<file path="src/rtl/alu_op_sequencer.sv">
// Four-state operand sequencer: accepts a register-level command, reads the
// register file, drives the external combinational ALU and writes the result back.
module alu_op_sequencer #(
  parameter int DATA_WIDTH = 32,
  parameter int ADDR_WIDTH = 5
) (
  input  logic                  clk,
  input  logic                  rst,
  input  logic                  cmd_valid,
  output logic                  cmd_ready,
  input  logic [4:0]            cmd_op,
  input  logic [ADDR_WIDTH-1:0] cmd_rs1,
  input  logic [ADDR_WIDTH-1:0] cmd_rs2,
  input  logic [DATA_WIDTH-1:0] cmd_imm,
  input  logic                  cmd_use_imm,
  input  logic [ADDR_WIDTH-1:0] cmd_rd,
  output logic [DATA_WIDTH-1:0] ALUop1,
  output logic [DATA_WIDTH-1:0] ALUop2,
  output logic [4:0]            ALUctrl,
  input  logic [DATA_WIDTH-1:0] ALUout,
  output logic                  done,
  output logic [DATA_WIDTH-1:0] result,
  input  logic [ADDR_WIDTH-1:0] dbg_addr,
  output logic [DATA_WIDTH-1:0] dbg_data
);

  localparam int DEPTH = 1 << ADDR_WIDTH;

  typedef enum logic [1:0] {
    IDLE = 2'd0,
    READ = 2'd1,
    EXEC = 2'd2,
    WB   = 2'd3
  } state_t;

  state_t                  state_r;
  logic [4:0]              op_r;
  logic [ADDR_WIDTH-1:0]   rs1_r;
  logic [ADDR_WIDTH-1:0]   rs2_r;
  logic [ADDR_WIDTH-1:0]   rd_r;
  logic [DATA_WIDTH-1:0]   imm_r;
  logic                    use_imm_r;
  logic [DATA_WIDTH-1:0]   regfile_r [DEPTH];

  logic [DATA_WIDTH-1:0]   rs1_data_s;
  logic [DATA_WIDTH-1:0]   rs2_data_s;
  logic [DATA_WIDTH-1:0]   op2_s;

  assign cmd_ready = (state_r == IDLE);

  // Register-file read ports; index 0 always reads as zero.
  always_comb begin
    rs1_data_s = {DATA_WIDTH{1'b0}};
    rs2_data_s = {DATA_WIDTH{1'b0}};
    dbg_data   = {DATA_WIDTH{1'b0}};
    if (rs1_r != {ADDR_WIDTH{1'b0}}) begin
      rs1_data_s = regfile_r[rs1_r];
    end else begin
      rs1_data_s = {DATA_WIDTH{1'b0}};
    end
    if (rs2_r != {ADDR_WIDTH{1'b0}}) begin
      rs2_data_s = regfile_r[rs2_r];
    end else begin
      rs2_data_s = {DATA_WIDTH{1'b0}};
    end
    if (dbg_addr != {ADDR_WIDTH{1'b0}}) begin
      dbg_data = regfile_r[dbg_addr];
    end else begin
      dbg_data = {DATA_WIDTH{1'b0}};
    end
  end

  // Second operand selection between latched immediate and rs2.
  always_comb begin
    op2_s = {DATA_WIDTH{1'b0}};
    if (use_imm_r) begin
      op2_s = imm_r;
    end else begin
      op2_s = rs2_data_s;
    end
  end

  // Sequencer FSM, command latch, ALU operand registers and register file.
  always_ff @(posedge clk) begin
    if (rst) begin
      state_r   <= IDLE;
      op_r      <= 5'd0;
      rs1_r     <= {ADDR_WIDTH{1'b0}};
      rs2_r     <= {ADDR_WIDTH{1'b0}};
      rd_r      <= {ADDR_WIDTH{1'b0}};
      imm_r     <= {DATA_WIDTH{1'b0}};
      use_imm_r <= 1'b0;
      ALUop1    <= {DATA_WIDTH{1'b0}};
      ALUop2    <= {DATA_WIDTH{1'b0}};
      ALUctrl   <= 5'd0;
      result    <= {DATA_WIDTH{1'b0}};
      done      <= 1'b0;
      for (int i = 0; i < DEPTH; i++) begin
        regfile_r[i] <= {DATA_WIDTH{1'b0}};
      end
    end else begin
      done <= 1'b0;
      case (state_r)
        IDLE: begin
          if (cmd_valid) begin
            op_r      <= cmd_op;
            rs1_r     <= cmd_rs1;
            rs2_r     <= cmd_rs2;
            rd_r      <= cmd_rd;
            imm_r     <= cmd_imm;
            use_imm_r <= cmd_use_imm;
            state_r   <= READ;
          end else begin
            state_r   <= IDLE;
          end
        end
        READ: begin
          ALUop1  <= rs1_data_s;
          ALUop2  <= op2_s;
          ALUctrl <= op_r;
          state_r <= EXEC;
        end
        EXEC: begin
          result  <= ALUout;
          done    <= 1'b1;
          state_r <= WB;
        end
        WB: begin
          // Writeback lands before the next command's READ edge, so no forwarding is needed.
          if (rd_r != {ADDR_WIDTH{1'b0}}) begin
            regfile_r[rd_r] <= result;
          end
          state_r <= IDLE;
        end
        default: begin
          state_r <= IDLE;
        end
      endcase
    end
  end

endmodule

</file>
<file path="config.mk">
export PLATFORM = sky130hd
export DESIGN_NAME = alu_op_sequencer
export DESIGN_NICKNAME = d
export VERILOG_FILES = /design/src/rtl/alu_op_sequencer.sv
export SDC_FILE = /design/constraint.sdc
export NUM_CORES = 2
export LEC_CHECK = 0
export CORE_MARGIN = 8
export CORE_UTILIZATION = 65
export DETAILED_ROUTE_END_ITERATION = 10
export HOLD_SLACK_MARGIN = 0.02
export PLACE_DENSITY = 0.81
export SYNTH_ARGS = -nofsm -noshare
export SYNTH_HDL_FRONTEND = slang
export SYNTH_SLANG_ARGS = --single-unit
</file>
<file path="constraint.sdc">
create_clock -name clk -period 3.4 [get_ports clk]
set_input_delay 0.51 -clock clk [delete_from_list [all_inputs] [get_ports clk]]
set_output_delay 0.51 -clock clk [all_outputs]
set_load 0.005 [all_outputs]
</file>
==> impl_results.md <==
* Syn Inst Count at approximately 5100
* Maximum vdd drop at 476 uV
* Antenna-violating nets left at 0
* Seq cells post-synth at 1191
* Total CTS buffers at approximately 130
* Share of layout cells above drive strength 1 at about a quarter
* # setup viols final at 0
* I/O pin cnt at around 230
* Initial Util at 65.2%
* Max clock buf depth at 3
* Leakage power at approximately 28 nW
* F_max at roughly 300 MHz
* Most common cell after layout, fill and taps aside: edfxtp_1
* Max Clock Skew at 0.0287 ns
* Number of flops mapped to enable cells by yosys at between 1000 and 1500
* CTS tree: built
* Layout area overhead at 14.8%
* DP Worst Slack at -0.0619 ns
* Period minus WS final at 3.39 ns
* Top_reg_cell synth: edfxtp_1
* TritonRoute pass-1 iters at 8
* R2r setup slk at about 0.2 ns
* Via count at ~54000
* Transition time of the tightest slew-check pin at around 1.3 ns
* Hold buffers post-CTS at 0
* Arrival time at the worst endpoint at 2.88 ns
* Max_cap viols at 0
* Final WS setup at slightly below 0.007 ns
* Slowest-stage cell, CP: mux4_2
* Number of global-route vias before repair at 53100
* Detailed Route WL at 283 mm
* Clk_lat worst skew at 0.78 ns
* Clock transition at path regs at approximately 0.060 ns
* Placed cells at roughly 6500
* Worst setup SP type: primary input
* Gr usage total at 47.3%
* Final hold viol count at 0
* Crit path max fanout at 12
* Slew margin rel. at 15.3%
* First-pass GRT wire length at 389 mm
* Worst EP required at a little under 3 ns
* Fin cells at just under 7000
* Most frequent cells in the layout: edfxtp_1, and2_1, mux2i_1, mux4_2, buf_4
* Die W at around 340 microns
* Crit path from: dbg_addr[0]
* Routability cong. at 1.02
* PD cells at around 480 nW/um^2
* DP HPWL at about 180 mm
* Worst path cell trace: buf_8 -> buf_16 -> buf_12 -> buf_12 -> buf_12 -> mux4_2 -> mux4_2 -> inv_1 -> o21ai_2 -> dlygate4sd2_1
* Initial DRC count at roughly 10000
* Asr flop ratio synth at 0%
* CP endpoint: dbg_data[12]
* Post-Syn Area at slightly below 70000 sq um
* Die H at about 340 microns
* Reg2reg path depth at 8
* Initial antenna violation count at 33
* Worst hold path class: primary input to flop
* R2R Path End: ALUop2[0]
* Critical path capture point type: output port
* Run status: finished clean
* Core Area at around 110000 sq um
* Number of remaining DRC errors at 0
* Largest net degree at the start of global routing at 58
* Final #Nets at approximately 5400
* CP dominant cell by count: buf_12
* Library cells used by synthesis at 41
* Final period utilization at between 90% and 100%
* H-tree Lvls at 4
* Synth warn at 0
* Die area at roughly 120000 sq um
* Share of the yosys chip area belonging to registers at between 40% and 50%
* Fin. max-slew vios at 0
* Grt ovf at 0
* Rows at 120
* CTS sink cnt at around 1200
* PortBufs at ~230
* Via-per-instance ratio at about 8
* TNS Setup at 0 ns
* Root Driver: clkbuf_16
* DR WL/cell at between 40 and 50 microns
* CP Class: primary input to output port
* Highest cell delay on the worst timing path at around 0.49 ns
* Layout Utilization at between 70 and 80%
* Syn_area_per_cell at ~14 sq um
[sequential cells by signal, summed over array words and instances (netlist names), named ones only]
name and count:
regfile_r 1024, ALUop1 32, ALUop2 32, imm_r 32, result 32, ALUctrl 5, op_r 5, rd_r 5
rs1_r 5, rs2_r 5, state_r 2, done 1, use_imm_r 1
[cell families after synthesis]
group	share of synthesized area [%]
buf+inv	4.08
simple gates	11.6
mux	27.4
compound gates	7.67
fa+ha+maj	0.0902
flops	49.1
other cells	0.00541
[synthesized netlist by cell type (5+ instances only)]
| library cell | instances | area share [%] |
|---|---|---|
| a221oi_1 | 90 | 1.1 |
| buf_4 | 55 | 0.60 |
| nor2_1 | 75 | 0.41 |
| buf_1 | 27 | 0.15 |
| o2111a_1 | 24 | 0.39 |
| o41ai_1 | 7 | 0.088 |
| buf_6 | 43 | 0.70 |
| and2_1 | 996 | 9.0 |
| a211oi_1 | 56 | 0.61 |
| dfxtp_1 | 167 | 4.8 |
| nand3_1 | 26 | 0.19 |
| mux4_2 | 512 | 17 |
| mux2i_1 | 702 | 10 |
| a22oi_1 | 152 | 1.6 |
| nand2_1 | 166 | 0.90 |
| or2_2 | 33 | 0.30 |
| o22ai_1 | 32 | 0.29 |
| o21ai_1 | 33 | 0.24 |
| clkbuf_1 | 374 | 2.0 |
| nor2b_1 | 41 | 0.37 |
| buf_2 | 55 | 0.40 |
| ha_1 | 5 | 0.090 |
| a22o_1 | 96 | 1.2 |
| nand2b_1 | 36 | 0.32 |
| a221oi_2 | 14 | 0.30 |
| a31oi_1 | 8 | 0.072 |
| edfxtp_1 | 1024 | 44 |
| inv_1 | 35 | 0.19 |
| o221ai_1 | 32 | 0.40 |
| a21oi_1 | 93 | 0.67 |
| o41ai_2 | 26 | 0.61 |
| mux2_2 | 40 | 0.65 |
[critical path, delay by kind of cell]
kind	cells	cell delay [ns]
muxes	2	0.98
AOI/OAI and AO/OA	1	0.13
buffers and inverters	7	1.22
[report_power, final]
part | switching (mW) | internal, mW | total, mW
Sequential | 0.697 | 16.4 | 17.1
Clock | 6.18 | 8.69 | 14.9
Combinational | 3.82 | 2.77 | 6.59
[per-stage QoR]
step                hold slack [ns]  total power, mW  instance area, sq um
floorplan                     0.436             20.9                 69500
global placement              0.441             23.5                 74800
detailed placement            0.446             23.6                 74800
CTS                          0.0216             38.1                 79300
global route                 0.0379             39.1                 79500
finish                       0.0524             38.6                 79600
[timing repair]
| item | 4_1_cts | 5_1_grt |
|---|---|---|
| pin swaps | 0 | 0 |
| setup buffers | 8 | 14 |
| setup endpoints to repair | 31 | 16 |
| gates cloned | 0 | 1 |
| resized for setup | 33 | 17 |
[area by class of cell]
cell class                 count  area (sq um)
multi-input combinational   3340         33000
fill                        6553         26800
tap                         1403          1760
inverter                      35           131
sequential                  1191         34100
timing repair buffer         600          6150
antenna                       31          77.6
clock buffer                 170          3610
clock inverter                69           813
[layer usage]
layer | wire length, microns | global-route usage [%] | vias to the layer above
met5 | 202 | 0.916 | -
li1 | - | - | 20100
met4 | 30700 | 39.2 | 12
met3 | 49600 | 20.5 | 1732
met1 | 84500 | 55.4 | 26200
met2 | 118000 | 67.2 | 6323
[worst min-delay path by stage]
stage             from      end  slack, ns  depth (start not counted)
2_1_floorplan  op_r[0]  op_r[0]       0.44                          2
3_3_place_gp   op_r[0]  op_r[0]       0.44                          2
3_5_place_dp   op_r[4]  op_r[4]       0.45                          2
4_1_cts            rst     flop       0.02                          2
5_1_grt            rst     flop       0.04                          2
6_report           rst     flop       0.05                          2
Note: power is estimated with default switching activity, not from simulation.
